$ cat config.mk
export PLATFORM = sky130hd
export DESIGN_NAME = user_stream_endpoint
export DESIGN_NICKNAME = d
export VERILOG_FILES = /design/src/rtl/user_stream_endpoint.sv
export SDC_FILE = /design/constraint.sdc
export NUM_CORES = 1
export LEC_CHECK = 0
export CAP_MARGIN = 30
export CORE_ASPECT_RATIO = 0.9
export CORE_MARGIN = 8
export CORE_UTILIZATION = 54
export DETAILED_ROUTE_END_ITERATION = 10
export PLACE_DENSITY = 0.73
export SYNTH_ARGS = -nofsm -noshare
export SYNTH_HDL_FRONTEND = slang
export SYNTH_SLANG_ARGS = --single-unit
$ cat constraint.sdc
create_clock -name clk_user -period 2.8 [get_ports clk_user]
set_clock_uncertainty 0.05 [all_clocks]
set_input_delay 0.42 -clock clk_user [delete_from_list [all_inputs] [get_ports clk_user]]
set_output_delay 0.42 -clock clk_user [all_outputs]
set_load 0.01 [all_outputs]
$ cat src/rtl/user_stream_endpoint.sv
// User-side stream endpoint: accepts words from the interface, buffers them in a
// first-word-fall-through FIFO, optionally adds a constant, and streams them back.
module user_stream_endpoint #(
  parameter int unsigned PAYLOAD_BITS   = 32,
  parameter int unsigned FIFO_ADDR_BITS = 4,
  parameter int unsigned OP_MODE        = 0,
  parameter int unsigned ADD_VAL        = 1
) (
  input  logic                      clk_user,
  input  logic                      reset_n,
  input  logic [PAYLOAD_BITS-1:0]   din,
  input  logic                      din_vld,
  output logic                      din_ack,
  output logic [PAYLOAD_BITS-1:0]   dout,
  output logic                      dout_vld,
  input  logic                      dout_ack,
  output logic [31:0]               rx_count,
  output logic [31:0]               tx_count,
  output logic [FIFO_ADDR_BITS:0]   occupancy
);

  localparam int unsigned DEPTH = 2 ** FIFO_ADDR_BITS;
  localparam int unsigned OCC_W = FIFO_ADDR_BITS + 1;
  localparam logic [OCC_W-1:0] OCC_FULL = OCC_W'(DEPTH);
  localparam logic [OCC_W-1:0] OCC_ONE  = OCC_W'(1);
  localparam logic [FIFO_ADDR_BITS-1:0] PTR_ONE = FIFO_ADDR_BITS'(1);

  logic [PAYLOAD_BITS-1:0]   mem [DEPTH];
  logic [FIFO_ADDR_BITS-1:0] wr_ptr;
  logic [FIFO_ADDR_BITS-1:0] rd_ptr;

  logic                      push;
  logic                      pop;
  logic                      bypass;
  logic [PAYLOAD_BITS-1:0]   wdata;
  logic [OCC_W-1:0]          occ_nxt;
  logic [FIFO_ADDR_BITS-1:0] rd_nxt;
  logic [PAYLOAD_BITS-1:0]   head_nxt;

  // Accept is a function of the occupancy register only; forced low while in reset.
  assign din_ack = reset_n & (occupancy != OCC_FULL);

  // Next-state of the FIFO and the word that will sit at its head after this edge.
  always_comb begin
    push     = din_vld & din_ack;
    pop      = dout_vld & dout_ack;
    wdata    = (OP_MODE == 1) ? (din + PAYLOAD_BITS'(ADD_VAL)) : din;
    occ_nxt  = occupancy;
    rd_nxt   = rd_ptr;
    bypass   = 1'b0;
    head_nxt = '0;

    case ({push, pop})
      2'b10:   occ_nxt = occupancy + OCC_ONE;
      2'b01:   occ_nxt = occupancy - OCC_ONE;
      default: occ_nxt = occupancy;
    endcase

    if (pop) begin
      rd_nxt = rd_ptr + PTR_ONE;
    end

    // The incoming word becomes head when nothing else will be left in the FIFO.
    bypass = push && ((occupancy == '0) || ((occupancy == OCC_ONE) && pop));

    if (occ_nxt != '0) begin
      head_nxt = bypass ? wdata : mem[rd_nxt];
    end
  end

  // Storage array; contents are deliberately left unreset.
  always_ff @(posedge clk_user) begin
    if (push) begin
      mem[wr_ptr] <= wdata;
    end
  end

  // Pointers, fill level, counters and registered output stage.
  always_ff @(posedge clk_user or negedge reset_n) begin
    if (!reset_n) begin
      wr_ptr    <= '0;
      rd_ptr    <= '0;
      occupancy <= '0;
      rx_count  <= '0;
      tx_count  <= '0;
      dout_vld  <= 1'b0;
      dout      <= '0;
    end else begin
      if (push) begin
        wr_ptr   <= wr_ptr + PTR_ONE;
        rx_count <= rx_count + 32'd1;
      end
      if (pop) begin
        tx_count <= tx_count + 32'd1;
      end
      rd_ptr    <= rd_nxt;
      occupancy <= occ_nxt;
      dout_vld  <= (occ_nxt != '0);
      dout      <= head_nxt;
    end
  end

endmodule

; Yosys cells after proc, flatten, opt, wreduce, memory -nomap -nowiden
; Memories as Yosys holds them, arrays and structs flattened.
; Cells that the tools add are included.
[op_classes]
reduce_logical = 5
mux = 6
addsub = 6
bitwise_logic = 3
eq_ne = 4
[op_table]
columns = operator, count
row1 = "32-bit by 1-bit adder with 32-bit output, second input constant", 2
row2 = 32-bit two-way mux, 2
row3 = 5-bit one-hot mux with 2 select lines, 1
row4 = "4-bit by 1-bit adder with 4-bit output, second input constant", 2
row5 = "5-bit by 1-bit adder with 5-bit output, second input constant", 1
row6 = "5-bit by 1-bit == test with 1-bit output, second input constant", 1
row7 = 5-bit logical NOT, 1
row8 = "5-bit != test, second input constant", 1
row9 = 5-bit nonzero test, 1
row10 = "5-bit by 1-bit subtractor with 5-bit output, second input constant", 1
row11 = 4-bit two-way mux, 1
row12 = 1-bit bitwise AND, 3
row13 = "2-bit by 1-bit == test with 1-bit output, second input constant", 1
row14 = "2-bit == test, second input constant", 1
row15 = 1-bit logical AND, 2
row16 = 1-bit two-way mux, 2
row17 = 1-bit logical OR, 1
[totals]
regBits = 110
output_inout_bits = 103
ramBits = 512
wordCells = 32
in_bits = 36
n_memories = 1
[mem_list]
columns = memory, depth, width, rd, rd_ports_with_merged_regs, write_ports, line_no
row1 = mem, 16, 32, 1, 0, 1, 28  ; logic [PAYLOAD_BITS-1:0] mem [DEPTH];

; Depth between registers and ports, before layout
; Gate-level depths: netlist of run 1.
[depth]
ltp_word = 7
depth_mapped = 13
depth_no_buf = 11

; Worst setup path after synthesis of run 1
; Ideal clock, no wire load.
[synth_timing]
kind = flip-flop to flip-flop
start = register occupancy[0]
end = register dout[10]
required_ns = 2.610
setup_ns = 0.140
n_path_buf = 2
stages_incl_launch_ff = 13
slack_ns = -0.389
period_less_slack_ns = 3.189
t_arrival_ns = 2.999
path_cell_list = dfrtp_1 > inv_1 > ha_1 > nand4bb_1 > nand3_1 > inv_1 > buf_1 > ha_1 > a221o_1 > a22o_1 > nor4_4 > buf_6 > a2111oi_2
[synth_via]
elab_chain_cells = 7
word_cells_on_any_way = 16
cone_classes = add/sub (2) / eq/ne (4) / mux (3) / bitwise (2) / reduce/logical (5)
[synth_rtl]
columns = item, line_no
row1 = start: declaration, 19  ; output logic [FIFO_ADDR_BITS:0] occupancy
row2 = start signal: assignment, 97  ; occupancy <= occ_nxt;
row3 = 5-bit != test (*), 41  ; assign din_ack = reset_n & (occupancy != OCC_FULL);
row4 = 1-bit bitwise AND (*), 41
row5 = 1-bit bitwise AND (*), 45  ; push = din_vld & din_ack;
row6 = via push, 32  ; logic push;
row7 = 2-bit by 1-bit == test with 1-bit output / 2-bit == test (equally long branches), 53  ; case ({push, pop})
row8 = 5-bit one-hot mux with 2 select lines (*), 53
row9 = via occ_nxt[3], 36  ; logic [OCC_W-1:0] occ_nxt;
row10 = 5-bit nonzero test (*), 66  ; if (occ_nxt != '0) begin
row11 = 32-bit two-way mux (*), 66
row12 = via head_nxt[10], 38  ; logic [PAYLOAD_BITS-1:0] head_nxt;
row13 = end signal: assignment, 99  ; dout <= head_nxt;
row14 = end: declaration, 14  ; output logic [PAYLOAD_BITS-1:0] dout,
; The timed path passes the listed nets; every way through them passes the cells marked *.
; A chain may end at the register's enable or synchronous reset.

; Worst setup path after layout of run 1
[layout_timing]
start = register occupancy[1]
end = register dout[1]
[layout_via]
elab_chain_cells = 7
word_cells_on_any_way = 16
cone_classes = add/sub (2) / eq/ne (4) / mux (3) / bitwise (2) / reduce/logical (5)
[layout_rtl]
columns = item, line_no
row1 = 5-bit != test, 41
row2 = 1-bit bitwise AND, 41
row3 = 1-bit bitwise AND, 45
row4 = 2-bit by 1-bit == test with 1-bit output / 2-bit == test (equally long branches), 53
row5 = 5-bit one-hot mux with 2 select lines (*), 53
row6 = via occ_nxt[3], 36
row7 = 5-bit nonzero test (*), 66
row8 = 32-bit two-way mux (*), 66
row9 = via head_nxt[1], 38
; Marks and branches as above.

==> qor.txt, run 1 <==
Final ANT Viol Nets: 0
Max-slew headroom: 54.1%
number of fillers in the final layout: 3081
Starting Density: 54.4%
setup violators final: 0
min Tclk post-route: 2.78 ns
Hold WC Path Type: input pin to register
maximum clock frequency: 359 MHz
Total Routing Usage GR: 25.5%
RSZ-0062 raised after global routing: yes
Final period util: 99.4%
Initial DRC Count: 2243
Seq/Total Area, Yosys: 70.0%
die footprint: 55200 um^2
DRT Wirelength: 72.6 mm
drt via density: 6.42
CP cell instances: inv_4 > ha_4 > nand4bb_4 > nand3_4 > inv_4 > ha_4 > a221o_1 > a22o_1 > nor4_4 > buf_6 > buf_8 > clkbuf_16 > a2111oi_4
Pins Over Slew Limit: 0
FF-to-FF End: dout[1]
hold slack: 0.374 ns
TritonCTS buffer count: 60
die width: 247 um
Hold EP: mem[5][28]
met3 Use GR: 4.20%
HP Start: din[28]
first-pass GRT wire length: 108 mm
post-place instance area: 30200 um^2
Yosys top cell area share: 59.4%
largest net degree at the start of global routing: 70
Least-Margin Pin Slew: 0.688 ns
DR WL/cell: 25.8 um
Synth Cell Area: 25900 um^2
share of post-route cells with drive strength above 1: 19.7%
mux contribution to synthesized area: 1.28%
Post-Synth Simple-Gate Area: 9.97%
RR Startpoint: occupancy[1]
Post-DP HPWL: 44.2 mm
Worst Path Required: 3.23 ns
met1 Track Usage GR: 35.2%
hold path depth: 1
Worst setup SP type: register
Seq cells post-synth: 622
M2 GR Usage: 41.3%
Post-synth top cells: edfxtp_1, nand3_1, dfrtp_1, nor3_1, a21oi_1
Antenna diodes: 0
CP arrival: 3.21 ns
die height: 224 um
cell with the most instances after synthesis: edfxtp_1
Mapped Cells: 1835
total power: 35.3 mW
syn nets: 1884
ys flop type: edfxtp_1
Post-Synth XOR/XNOR Area: 2.23%
Synth Warn #: 0
Design Area, Final: 32800 um^2
post-synth cell types: 67
IO Count: 139
number of global-route vias before repair: 17800
RePlAce Congestion: 0.850
hold violation total from the final report: 0
Worst R2R Path Depth: 13
Synth area leaders: edfxtp_1, dfrtp_1, nand3_1, nor3_1, a211oi_1
syn avg cell area: 14.1 um^2
drt first pass iters: 6
H-tree levels: 2
Final TNS setup: 0 ns
Crit path largest cell delay: 0.42 ns
Area Growth Syn to Fin: 26.6%
std cell rows: 76
Peak VDD IR: 751 uV
Root Buffer: clkbuf_16
flop-to-flop setup slack: 0.02 ns
Critical Path End Type: register
leading area contributor after synthesis: edfxtp_1
Port Buf Inserts: 138
status: finished, final reports clean
Synth Area in Compound Gates: 12.9%
Setup WS post-layout: 0.0157 ns
fin nets: 2186
Most Crowded Layer GR: met2
largest family of logic cells by synthesized area: compound AO/OA/AOI/OAI gates
CTS tree: done
initial antenna violation count: 1
clk sink count: 622
remaining global-route overflow: 0
P_leak: 11.9 nW
Synth async-reset ratio: 17.7%
Synth Area in Adders: 0.628%
P per Cell Area: 1080 nW/um^2
clock tree buffer depth: 3
Residual DRC: 0
critical path class: register to register
number of synthesized flops with an enable pin: 512
clock transition at the registers of the reported paths: 0.06 ns
Max-cap violations: 0
Core Region: 47600 um^2
crit-path max FO: 8
total number of vias: 18000
worst slack, placed: -0.265 ns
worst skew pair latency: 0.64 ns
CP max-delay cell: dfrtp_2
## logic make-up after synthesis
kind of cell | count (synthesis)
multiplexers | 33
flip-flops | 622
buffers and inverters | 167
AO/OA/AOI/OAI | 446
AND/OR/NAND/NOR | 488
XOR/XNOR | 66
adder cells (fa/ha/maj) | 13
## power by group
| group | internal (mW) | leakage (nW) | switching, mW | total [mW] |
|---|---|---|---|---|
| clock network | 5.45 | 1.07 | 3.55 | 9.00 |
| registers | 10.8 | 6.04 | 0.429 | 11.3 |
| logic | 6.77 | 4.79 | 8.26 | 15.0 |
| total | 23.1 | 11.9 | 12.2 | 35.3 |
## flip-flops by register name, indices dropped and copies added (netlist names)
signal and flops:
wr_ptr 4, dout_vld 1, occupancy 5, rd_ptr 4
tx_count 32, rx_count 32, dout 32, mem 512
## metrics by stage
stage	util, %	cells
5_1_grt	68.8	2813
3_5_place_dp	63.4	2684
4_1_cts	68.3	2802
2_1_floorplan	-	1835
6_report	68.8	2813
3_3_place_gp	63.4	2684
## placed cells by master, fill, tap and decap left out, types with 4 or more instances in the layout
cell,instances
o22a_1,34
and2_2,16
and2_1,6
nand4_1,19
dfrtp_1,108
xor2_1,22
a2111oi_4,9
buf_12,73
a21oi_1,97
xnor2_1,44
buf_4,174
nand3_1,140
nor2_1,50
clkinvlp_4,6
mux2i_1,33
o21ai_0,63
a211oi_1,67
clkinv_2,10
and4_1,7
a41oi_1,31
ha_1,10
clkbuf_16,63
o22ai_1,63
clkdlybuf4s50_1,137
inv_1,11
clkinv_1,12
nor3_1,106
bufinv_16,15
or3_1,4
nand2_1,43
a2111o_1,32
a2111oi_2,22
and3_1,74
edfxtp_1,512
## metal layers
metal | vias up | part of all wire [%] | wire (um)
li1 | 7854 | - | -
met2 | 1105 | 48 | 34600
met5 | - | 0.018 | 13
met3 | 159 | 10 | 7530
met1 | 8929 | 39 | 28200
met4 | 2 | 3.0 | 2210
## cell type report
cell class / instances / area, um^2 / area share [%]
sequential: 622 / 18100 / 55.3
multi-input combinational: 1046 / 7310 / 22.3
timing repair buffer: 391 / 4280 / 13.1
clock buffer: 67 / 1580 / 4.81
tap: 624 / 781 / 2.38
clock inverter: 47 / 654 / 2.00
inverter: 16 / 65.1 / 0.198
## worst max path at each step
stage / startpoint / to / slack [ns]
floorplan: occupancy[0] / dout[10] / 0.01
global placement: dout_ack / dout[22] / -0.25
detailed placement: dout_ack / dout[22] / -0.27
CTS: occupancy[1] / dout[9] / 0.01
global route: occupancy[0] / dout[31] / -0.11
finish: occupancy[1] / dout[1] / 0.02
## what timing repair did
item | CTS | global route
endpoints found under the setup margin | 34 | 33
hold buffers | 1 | 0
gates cloned | 1 | 2
pin swaps | 0 | 6
endpoints found under the hold margin | 41 | 0
setup buffers | 2 | 8
gates resized for setup | 3 | 16
## worst max-delay path: cells and delay by family, from the launching register on
kind / cells / cell delay, ns
buffers and inverters: 5 / 0.62
AOI/OAI and AO/OA: 3 / 0.60
adders and majority gates: 2 / 0.34
DFF: 1 / 0.42
and+or+nand+nor: 3 / 0.59
No activity file was read; power rests on OpenSTA's default activity.
==> run 2, diff against run 1 <==
--- a/config.mk
+++ b/config.mk
@@ -5,6 +5,7 @@
 export SDC_FILE = /design/constraint.sdc
 export NUM_CORES = 1
 export LEC_CHECK = 0
+export ABC_AREA = 1
 export CAP_MARGIN = 30
 export CORE_ASPECT_RATIO = 0.9
 export CORE_MARGIN = 8
==> run 2 against run 1 <==
Compared with the run above: non-clock buffer count down 166; critical path depth shrank 4; cell count rose by 13%; die area grew 2.5%; sequential share of layout area grew 2.4 points; largest cell class unchanged; first-iteration DRC count is 3.1% lower; sequential power about the same; critical endpoint is now mem[6][15]; clock power down 12%.
==> qor.txt, run 2 <==
Post-Layout Cell Count: 3181
Critical Path End Type: register
Synth async-reset ratio: 17.7%
die height: 227 um
post-synth cell types: 38
Residual DRC: 0
Hold WC Path Type: register to register
first-pass GRT wire length: 107 mm
IO Count: 139
clock tree buffer depth: 3
Crit path largest cell delay: 0.35 ns
final core occ: 64.4%
Top reg by flops: mem
Synth area leaders: edfxtp_1, nand3_1, dfrtp_1, nand2_1, buf_2
Core Region: 48800 um^2
cell with the most instances after synthesis: nand3_1
Starting Density: 54.4%
Sequential Power Share: 35.9%
Seq cells post-synth: 622
largest net degree at the start of global routing: 104
Internal: 20.1 mW
# placed instances: 3066
Design Area, Final: 31400 um^2
maximum clock frequency: 385 MHz
Initial DRC Count: 2173
RR Startpoint: occupancy[0]
min Tclk post-route: 2.60 ns
CP max-delay cell: dfrtp_1
Least-Margin Pin Slew: 0.679 ns
TritonCTS buffer count: 60
worst skew pair latency: 0.62 ns
Final ANT Viol Nets: 0
status: finished, final reports clean
Seq/Total Area, Yosys: 68.2%
Post-synth top cells: nand3_1, edfxtp_1, nand2_1, buf_2, dfrtp_1
Port Buf Inserts: 138
drt via density: 6.03
Worst setup SP type: register
hold slack: 0.440 ns
Sw Share: 37.3%
crit-path max FO: 30
setup violators final: 0
Area Growth Syn to Fin: 18.2%
CP cell instances: inv_1 > ha_1 > nand3_1 > nand2_1 > nor2_4 > buf_4 > nand2_1 > nor2_4 > buf_4
DRT Wirelength: 69.2 mm
Peak VDD IR: 744 uV
HP Start: tx_count[31]
DR WL/cell: 21.8 um
post-place instance area: 29500 um^2
share of post-route cells with drive strength above 1: 8.99%
Post-DP HPWL: 38.6 mm
total number of vias: 19200
Synth Cell Area: 26600 um^2
Root Buffer: clkbuf_16
M2 GR Usage: 39.4%
Worst Path Required: 3.03 ns
Max-slew headroom: 54.8%
drt first pass iters: 7
Yosys top cell area share: 57.8%
max reg flops: 512
initial antenna violation count: 1
Most Crowded Layer GR: met2
CTS tree: done
critical path class: register to register
most common cell after layout, fill and taps aside: nand3_1
P_leak: 11.7 nW
met1 Track Usage GR: 31.8%
H-tree levels: 2
met3 Use GR: 4.73%
P per Cell Area: 1020 nW/um^2
number of fillers in the final layout: 3579
leading area contributor after synthesis: edfxtp_1
commonest non-fill, non-tap cells in the layout: nand3_1, edfxtp_1, nand2_1
syn nets: 2407
Max-cap violations: 0
hold violation total from the final report: 0
Comb power frac: 39.5%
Synth Warn #: 0
Final period util: 92.9%
number of global-route vias before repair: 18700
RePlAce Congestion: 0.900
Clock power frac: 24.6%
Pins Over Slew Limit: 0
RSZ-0062 raised after global routing: no
clock transition at the registers of the reported paths: 0.06 ns
remaining global-route overflow: 0
die footprint: 56600 um^2
sw power: 12.0 mW
clk sink count: 622
Total Routing Usage GR: 24.1%
Setup crit start: occupancy[0]
CP arrival: 2.83 ns
number of synthesized flops with an enable pin: 512
Mapped Cells: 2358
ys flop type: edfxtp_1
fin nets: 2548
syn avg cell area: 11.3 um^2
die width: 250 um
std cell rows: 77
## run 2: cell type report
class                           count  area (um^2)  share of cell area (%)
Clock inverter                     25          240                   0.764
Sequential cell                   622        18100                    57.7
Tap cell                          632          791                    2.52
Inverter                           73          274                   0.872
Antenna cell                        1         2.50                 0.00796
Multi-Input combinational cell   1517         7690                    24.5
Timing Repair Buffer              225         2640                    8.41
Clock buffer                       86         1670                    5.31
## run 2: path summary, 6_finish.rpt
check | end | slack [ns] | depth (start not counted)
min in group asynchronous | tx_count[31] | 0.47 | 3
worst min register to register | tx_count[31] | 0.44 | 1
worst min-delay path | tx_count[31] | 0.44 | 1
worst max register to register | mem[6][15] | 0.20 | 9
max in group asynchronous | dout[8] | 1.08 | 5
worst max-delay path | mem[6][15] | 0.20 | 9
## run 2: cell families after synthesis
family | synth area share, %
adders and majority gates | 0.612
xor gates and xnor gates | 2.03
DFF | 68.2
and+or+nand+nor | 24.4
buffers and inverters | 3.77
AOI/OAI and AO/OA | 0.984
## run 2: critical path: cells and delay by family (launching register included)
kind | cells | cell delay, ns
flops | 1 | 0.35
simple gates | 5 | 0.89
buf+inv | 3 | 0.74
fa+ha+maj | 1 | 0.22
## run 2: metrics by stage
step / total power [mW] / TNS [ns] / setup slack (ns)
detailed placement: 24.2 / -0.389 / -0.0296
global placement: 23.9 / 0 / 0.00932
floorplan: 19.3 / -160.02 / -0.417
CTS: 32.1 / 0 / 0.141
global route: 33.7 / 0 / 0.00730
finish: 32.1 / 0 / 0.200
## run 2: power groups by stage
stage               clock (mW)  combinational [mW]  sequential (mW)
detailed placement           0                12.5             11.7
CTS                       7.99                12.6             11.5
global route              8.32                13.9             11.6
global placement             0                12.2             11.7
floorplan                    0                7.62             11.7
finish                    7.90                12.7             11.5
## run 2: routing by layer
metal  vias up  routed length [um]
met2       971               33200
met1      9388               27800
met5         -                   0
met3       174                6080
li1       8653                   -
met4         0                2160
## run 2: what timing repair did
item                       CTS  global route
resized for setup            0             3
setup endpoints to repair    0            41
hold buffers                 1             0
hold endpoints to repair    37             0
setup buffers                0             2
